[config.mk]
export PLATFORM = sky130hd
export DESIGN_NAME = pipeline_controller
export DESIGN_NICKNAME = d
export VERILOG_FILES = /design/src/rtl/pipeline_controller.sv
export SDC_FILE = /design/constraint.sdc
export NUM_CORES = 1
export LEC_CHECK = 0
export ABC_CLOCK_PERIOD_IN_PS = 2560
export CAP_MARGIN = 10
export CORE_MARGIN = 3
export CORE_UTILIZATION = 44
export DETAILED_ROUTE_END_ITERATION = 6
export HOLD_SLACK_MARGIN = 0.02
export PLACE_DENSITY = 0.76
export SLEW_MARGIN = 20
export SYNTH_ARGS = -nofsm -noshare
export SYNTH_HDL_FRONTEND = slang
export SYNTH_SLANG_ARGS = --single-unit
[constraint.sdc]
create_clock -name clk -period 2.56 [get_ports clk]
set_input_delay 0.512 -clock clk [delete_from_list [all_inputs] [get_ports clk]]
set_output_delay 0.512 -clock clk [all_outputs]
set_load 0.01 [all_outputs]
[src/rtl/pipeline_controller.sv]
// Control and sequencing unit for the 5-stage MIPS pipeline: instruction decode,
// ID-stage branch/jump resolution, bring-up/halt/drain FSM and debug counters.
module pipeline_controller #(
  parameter int INIT_CYCLES  = 2,
  parameter int DRAIN_CYCLES = 3
) (
  input  logic        clk,
  input  logic        rst,
  input  logic [5:0]  opcode,
  input  logic [5:0]  function_,
  input  logic        equal,
  input  logic        id_stall,
  input  logic        resume,
  output logic        Reg_Write_c,
  output logic        Mem_Read_c,
  output logic        Mem_Write_c,
  output logic        Mem_to_Reg_c,
  output logic        Reg_Dst_c,
  output logic [1:0]  ALU_src_c,
  output logic [2:0]  ALU_operation_c,
  output logic [1:0]  pc_src,
  output logic        flush,
  output logic        pc_hold,
  output logic        halted,
  output logic [31:0] cycle_count,
  output logic [31:0] instr_count,
  output logic [15:0] branch_count,
  output logic [1:0]  dbg_state
);

  typedef enum logic [1:0] {
    S_INIT   = 2'd0,
    S_RUN    = 2'd1,
    S_DRAIN  = 2'd2,
    S_HALTED = 2'd3
  } state_t;

  localparam logic [5:0] OP_RTYPE = 6'b000000;
  localparam logic [5:0] OP_LW    = 6'b100011;
  localparam logic [5:0] OP_SW    = 6'b101011;
  localparam logic [5:0] OP_ADDI  = 6'b001000;
  localparam logic [5:0] OP_SLTI  = 6'b001010;
  localparam logic [5:0] OP_BEQ   = 6'b000100;
  localparam logic [5:0] OP_BNE   = 6'b000101;
  localparam logic [5:0] OP_J     = 6'b000010;
  localparam logic [5:0] OP_HALT  = 6'b111111;

  localparam logic [2:0] ALU_AND = 3'b000;
  localparam logic [2:0] ALU_OR  = 3'b001;
  localparam logic [2:0] ALU_ADD = 3'b010;
  localparam logic [2:0] ALU_SUB = 3'b110;
  localparam logic [2:0] ALU_SLT = 3'b111;

  localparam logic [3:0] INIT_LAST  = 4'(INIT_CYCLES - 1);
  localparam logic [3:0] DRAIN_LAST = 4'(DRAIN_CYCLES - 1);

  state_t      r_state;
  state_t      w_state_next;
  logic [3:0]  r_cnt;
  logic [3:0]  w_cnt_next;
  logic        r_flush_q;
  logic [31:0] r_cycle_count;
  logic [31:0] r_instr_count;
  logic [15:0] r_branch_count;

  logic       w_reg_write, w_mem_read, w_mem_write, w_mem_to_reg, w_reg_dst;
  logic [1:0] w_alu_src;
  logic [2:0] w_alu_op;
  logic       w_run, w_go, w_taken, w_halt_go, w_accept;

  always_comb begin
    w_reg_write  = 1'b0;
    w_mem_read   = 1'b0;
    w_mem_write  = 1'b0;
    w_mem_to_reg = 1'b0;
    w_reg_dst    = 1'b0;
    w_alu_src    = 2'b00;
    w_alu_op     = 3'b000;
    case (opcode)
      OP_RTYPE: begin
        case (function_)
          6'b100000: w_alu_op = ALU_ADD;
          6'b100010: w_alu_op = ALU_SUB;
          6'b100100: w_alu_op = ALU_AND;
          6'b100101: w_alu_op = ALU_OR;
          6'b101010: w_alu_op = ALU_SLT;
          default:   w_alu_op = 3'b000;
        endcase
        // An unrecognised funct must leave the whole bundle at zero.
        case (function_)
          6'b100000, 6'b100010, 6'b100100, 6'b100101, 6'b101010: begin
            w_reg_write = 1'b1;
            w_reg_dst   = 1'b1;
          end
          default: ;
        endcase
      end
      OP_LW: begin
        w_reg_write  = 1'b1;
        w_mem_read   = 1'b1;
        w_mem_to_reg = 1'b1;
        w_alu_src    = 2'b01;
        w_alu_op     = ALU_ADD;
      end
      OP_SW: begin
        w_mem_write = 1'b1;
        w_alu_src   = 2'b01;
        w_alu_op    = ALU_ADD;
      end
      OP_ADDI: begin
        w_reg_write = 1'b1;
        w_alu_src   = 2'b01;
        w_alu_op    = ALU_ADD;
      end
      OP_SLTI: begin
        w_reg_write = 1'b1;
        w_alu_src   = 2'b01;
        w_alu_op    = ALU_SLT;
      end
      OP_BEQ, OP_BNE: w_alu_op = ALU_SUB;
      default: ;
    endcase
  end

  assign w_run     = (r_state == S_RUN);
  assign w_go      = w_run && !id_stall;
  assign w_taken   = w_go && (((opcode == OP_BEQ) && equal) ||
                              ((opcode == OP_BNE) && !equal) ||
                              (opcode == OP_J));
  assign w_halt_go = w_go && (opcode == OP_HALT);
  // The slot in ID is a bubble when the previous cycle flushed IF/ID.
  assign w_accept  = w_go && !r_flush_q;

  always_comb begin
    w_state_next = r_state;
    w_cnt_next   = r_cnt;
    flush        = 1'b0;
    pc_hold      = 1'b0;
    pc_src       = 2'b00;
    halted       = 1'b0;
    case (r_state)
      S_INIT: begin
        flush   = 1'b1;
        pc_hold = 1'b1;
        if (r_cnt == INIT_LAST) begin
          w_state_next = S_RUN;
          w_cnt_next   = 4'd0;
        end else begin
          w_cnt_next = r_cnt + 4'd1;
        end
      end
      S_RUN: begin
        if (w_halt_go) begin
          pc_hold      = 1'b1;
          flush        = 1'b1;
          w_state_next = S_DRAIN;
          w_cnt_next   = 4'd0;
        end else if (w_taken) begin
          flush  = 1'b1;
          pc_src = (opcode == OP_J) ? 2'b10 : 2'b01;
        end
      end
      S_DRAIN: begin
        pc_hold = 1'b1;
        flush   = 1'b1;
        if (r_cnt == DRAIN_LAST) begin
          w_state_next = S_HALTED;
          w_cnt_next   = 4'd0;
        end else begin
          w_cnt_next = r_cnt + 4'd1;
        end
      end
      S_HALTED: begin
        halted  = 1'b1;
        pc_hold = 1'b1;
        flush   = 1'b1;
        if (resume) w_state_next = S_RUN;
      end
      default: w_state_next = S_INIT;
    endcase
  end

  always_ff @(posedge clk or posedge rst) begin
    if (rst) begin
      r_state        <= S_INIT;
      r_cnt          <= 4'd0;
      r_flush_q      <= 1'b1;
      r_cycle_count  <= 32'd0;
      r_instr_count  <= 32'd0;
      r_branch_count <= 16'd0;
    end else begin
      r_state       <= w_state_next;
      r_cnt         <= w_cnt_next;
      r_flush_q     <= flush;
      r_cycle_count <= r_cycle_count + 32'd1;
      if (w_accept) r_instr_count <= r_instr_count + 32'd1;
      if (w_taken)  r_branch_count <= r_branch_count + 16'd1;
    end
  end

  assign Reg_Write_c     = w_run & w_reg_write;
  assign Mem_Read_c      = w_run & w_mem_read;
  assign Mem_Write_c     = w_run & w_mem_write;
  assign Mem_to_Reg_c    = w_run & w_mem_to_reg;
  assign Reg_Dst_c       = w_run & w_reg_dst;
  assign ALU_src_c       = w_run ? w_alu_src : 2'b00;
  assign ALU_operation_c = w_run ? w_alu_op : 3'b000;
  assign cycle_count     = r_cycle_count;
  assign instr_count     = r_instr_count;
  assign branch_count    = r_branch_count;
  assign dbg_state       = r_state;

endmodule
==> metrics.md <==
| Metric | Value |
|---|---|
| Status | finished clean |
| Gr usage total | 18.8% |
| Clock latency on the worst-skew pair | 0.35 ns |
| Final setup vio count | 0 |
| Post-synth EDFFs | 0 |
| CTS tree | yes |
| WS Path Type | input pin to output pin |
| Via/cell ratio | 5.27 |
| Die area | 11200 um^2 |
| CTS Root Cell | clkbuf_8 |
| Setup TNS | 0 ns |
| Avg Cell Area, Syn | 10.8 um^2 |
| DRT antenna net count | 0 |
| Yosys cell types | 55 |
| CP Cell Sequence | dlygate4sd2_1 > or4b_4 > buf_4 > a21o_1 > a21boi_1 > buf_2 |
| Top Ports | roughly 110 |
| Critical Path Max Stage Delay | 0.59 ns |
| Final period util | 98.6% |
| Placeable Area | 9460 um^2 |
| HP Class | register to register |
| Effective utilization at floorplan | 46.5% |
| Yosys reg bits | 87 |
| Row count | 35 |
| Nets@finish | 578 |
| Unrepaired setup endpoints after global routing | false |
| Fmax achieved | 396 MHz |
| Die height | 106 um |
| Final Critical Period | 2.52 ns |
| Top_reg_cell synth | dfrtp_1 |
| H-tree Lvls | 3 |
| Placed Area | about 6000 um^2 |
| N_diodes | 0 |
| Syn_nets | 431 |
| Critical Path Start | opcode[3] |
| Syn Inst Count | 407 |
| Vias in the first global route | 3486 |
| Die X | about 110 um |
| Fill count | 784 |
| Iteration-0 DRC Markers | 202 |
| P per Cell Area | roughly 560 nW/um^2 |
| Hold_sp | branch_count[15] |
| Clk slew on worst S/H paths | about 0.1 ns |
| Kind of end point of the critical path | output pin |
| Worst-margin pin slew | 0.723 ns |
| PortBufs | 112 |
| Num CTS Buffers | 9 |
| Routed WL | between 10000 and 15000 um |
| Worst Path Arrival | 2.01 ns |
| Reg2reg start | dbg_state[1] |
| Max-Cap Viols | 0 |
| Average wire per cell in the routed design | between 15 and 20 um |
| Final hold vios | 0 |
| Final Cell Area | 6080 um^2 |
| Initial antenna violation count | 0 |
| GRT overflow | 0 |
| TritonRoute pass-1 iters | 4 |
| First-pass GRT wire length | 17400 um |
| Worst slew margin | 51.4% |
| Synth warnings | 0 |
| Post-CTS Hold Buffers | 0 |
| DRC violations left | 0 |
| Cell with the largest stage delay on the worst path | or4b_4 |
| Maximum vdd drop | a little under 300 uV |
| Synthesized cell area | 4400 um^2 |
| Longest Clk Path Bufs | 2 |
| Largest net degree at the start of global routing | 88 |
| RePlAce Congestion | 0.904 |
| Placed wire-length estimate | 7690 um |
| Share of post-route cells with drive strength above 1 | 15.2% |
| Synth-to-layout area growth | 38.2% |
| Crit start category | input pin |
| Final Max Tran Viols | 0 |
| Seq/Total Area, Yosys | around 49% |
| Post-synth ARST share | 100% |
| Leakage | 2.58 nW |
| Vias | between 3000 and 4000 |
| CP required | 2.05 ns |
| # clock sinks | 87 |
| Crit-path max FO | 4 |
| Setup Skew | 0.0110 ns |
## registers in the layout (all words and copies together), names as in the netlist
name and count:
branch_count 16, cycle_count 32, dbg_state 2, instr_count 32
r_cnt 4, r_flush_q 1
## layer usage
layer	global-route usage [%]	wire length, um	part of all wire (%)
met4	4.26	93	0.87
met2	31.5	5130	48
met5	0	0	0
met3	4.80	613	5.8
met1	24.8	4820	45
## final timing paths
check | to | slack [ns] | depth (start not counted)
min | branch_count[15] | 0.48 | 1
max | ALU_operation_c[1] | 0.04 | 6
max reg2reg | instr_count[19] | 0.42 | 7
min in group asynchronous | branch_count[13] | 0.62 | 3
min reg2reg | branch_count[15] | 0.48 | 1
max in group asynchronous | r_flush_q | 1.53 | 3
## power by group
| group | internal [W] | switching [W] | leakage (nW) |
|---|---|---|---|
| sequential | 0.00147 | 0.000119 | 1.17 |
| combinational | 0.000479 | 0.000453 | 1.32 |
| clock | 0.000365 | 0.000528 | 0.0919 |
## logic make-up after synthesis
logic type	Yosys count	share of synthesized area [%]
flip-flops	87	49.5
multiplexers	5	1.34
AO/OA/AOI/OAI	27	5.00
buffers and inverters	24	2.59
XOR/XNOR	77	15.3
other	1	0.0852
adder cells (fa/ha/maj)	7	1.99
AND/OR/NAND/NOR	179	24.2
## cell usage after synthesis, drive strengths merged (2+ instances only)
library cell / count / share of area (%)
nand3: 35 / 4.4
nor4: 8 / 2.0
mux2: 4 / 1.1
a21oi: 3 / 0.34
xor2: 6 / 1.2
or3b: 2 / 0.40
nand4: 35 / 5.0
dfrtp: 86 / 49
nor2: 20 / 1.7
or2: 2 / 0.28
a21o: 3 / 0.51
nor3: 8 / 0.91
o21ai: 3 / 0.34
buf: 5 / 0.97
and2: 8 / 1.1
a22o: 2 / 0.40
nand2: 26 / 2.3
nand2b: 5 / 0.71
inv: 13 / 1.1
ha: 7 / 2.0
nor4b: 3 / 0.60
or4b: 2 / 0.54
clkbuf: 6 / 0.51
xnor2: 71 / 14
and3: 14 / 2.0
o2111ai: 2 / 0.40
o22ai: 3 / 0.43
a31o: 2 / 0.40
and4: 5 / 0.99
## layout by cell type (no fill, tap or decap), types with 2 or more instances in the layout
cell type,count
o21ai_0,3
nand2_1,25
o22ai_1,3
clkinvlp_4,2
a21oi_1,3
clkbuf_8,9
dlymetal6s2s_1,2
nor4_2,5
dfrtp_1,85
and4_1,5
a31o_2,2
ha_1,6
nand4_1,35
mux2_2,3
xnor2_1,71
inv_6,2
nand3_2,4
inv_1,12
clkinv_2,2
nor4_1,2
nand3_1,31
a22o_1,2
dlygate4sd2_1,13
and2_1,8
nand2b_1,5
clkdlybuf4s50_1,93
xor2_1,6
or2_2,2
nor3_1,7
a21o_1,3
buf_4,34
o2111ai_1,2
nor2_1,20
and3_1,14
nor4b_1,2
## critical path, delay by kind of cell
kind / cells / cell delay [ns]
buffers and inverters: 3 / 0.60
and+or+nand+nor: 1 / 0.59
AOI/OAI and AO/OA: 2 / 0.31
## through the flow
stage               setup WS (ns)  hold WS (ns)  std cells  total power, W  util [%]
global placement           -0.579         0.462        670         0.00252      62.2
CTS                       -0.0319         0.485        688         0.00343      64.2
floorplan                   0.301         0.507        407         0.00212         -
finish                     0.0363         0.481        688         0.00341      64.3
detailed placement         -0.622         0.466        670         0.00255      62.2
global route              0.00270         0.502        688         0.00360      64.3
## cell type report
cell class	count	area [um^2]	area share [%]
Sequential cell	87	2180	35.8
Inverter	13	52.6	0.864
Clock inverter	7	55.1	0.905
Timing Repair Buffer	147	1380	22.6
Tap cell	129	161	2.65
Multi-Input combinational cell	296	2140	35.1
Clock buffer	9	124	2.04
## what timing repair did
action	in CTS	in global routing
resized for setup	27	10
endpoints found under the setup margin	13	3
pin swaps	1	2
gates cloned	0	0
setup buffers	2	0
Power figures use the tool's default switching activity.
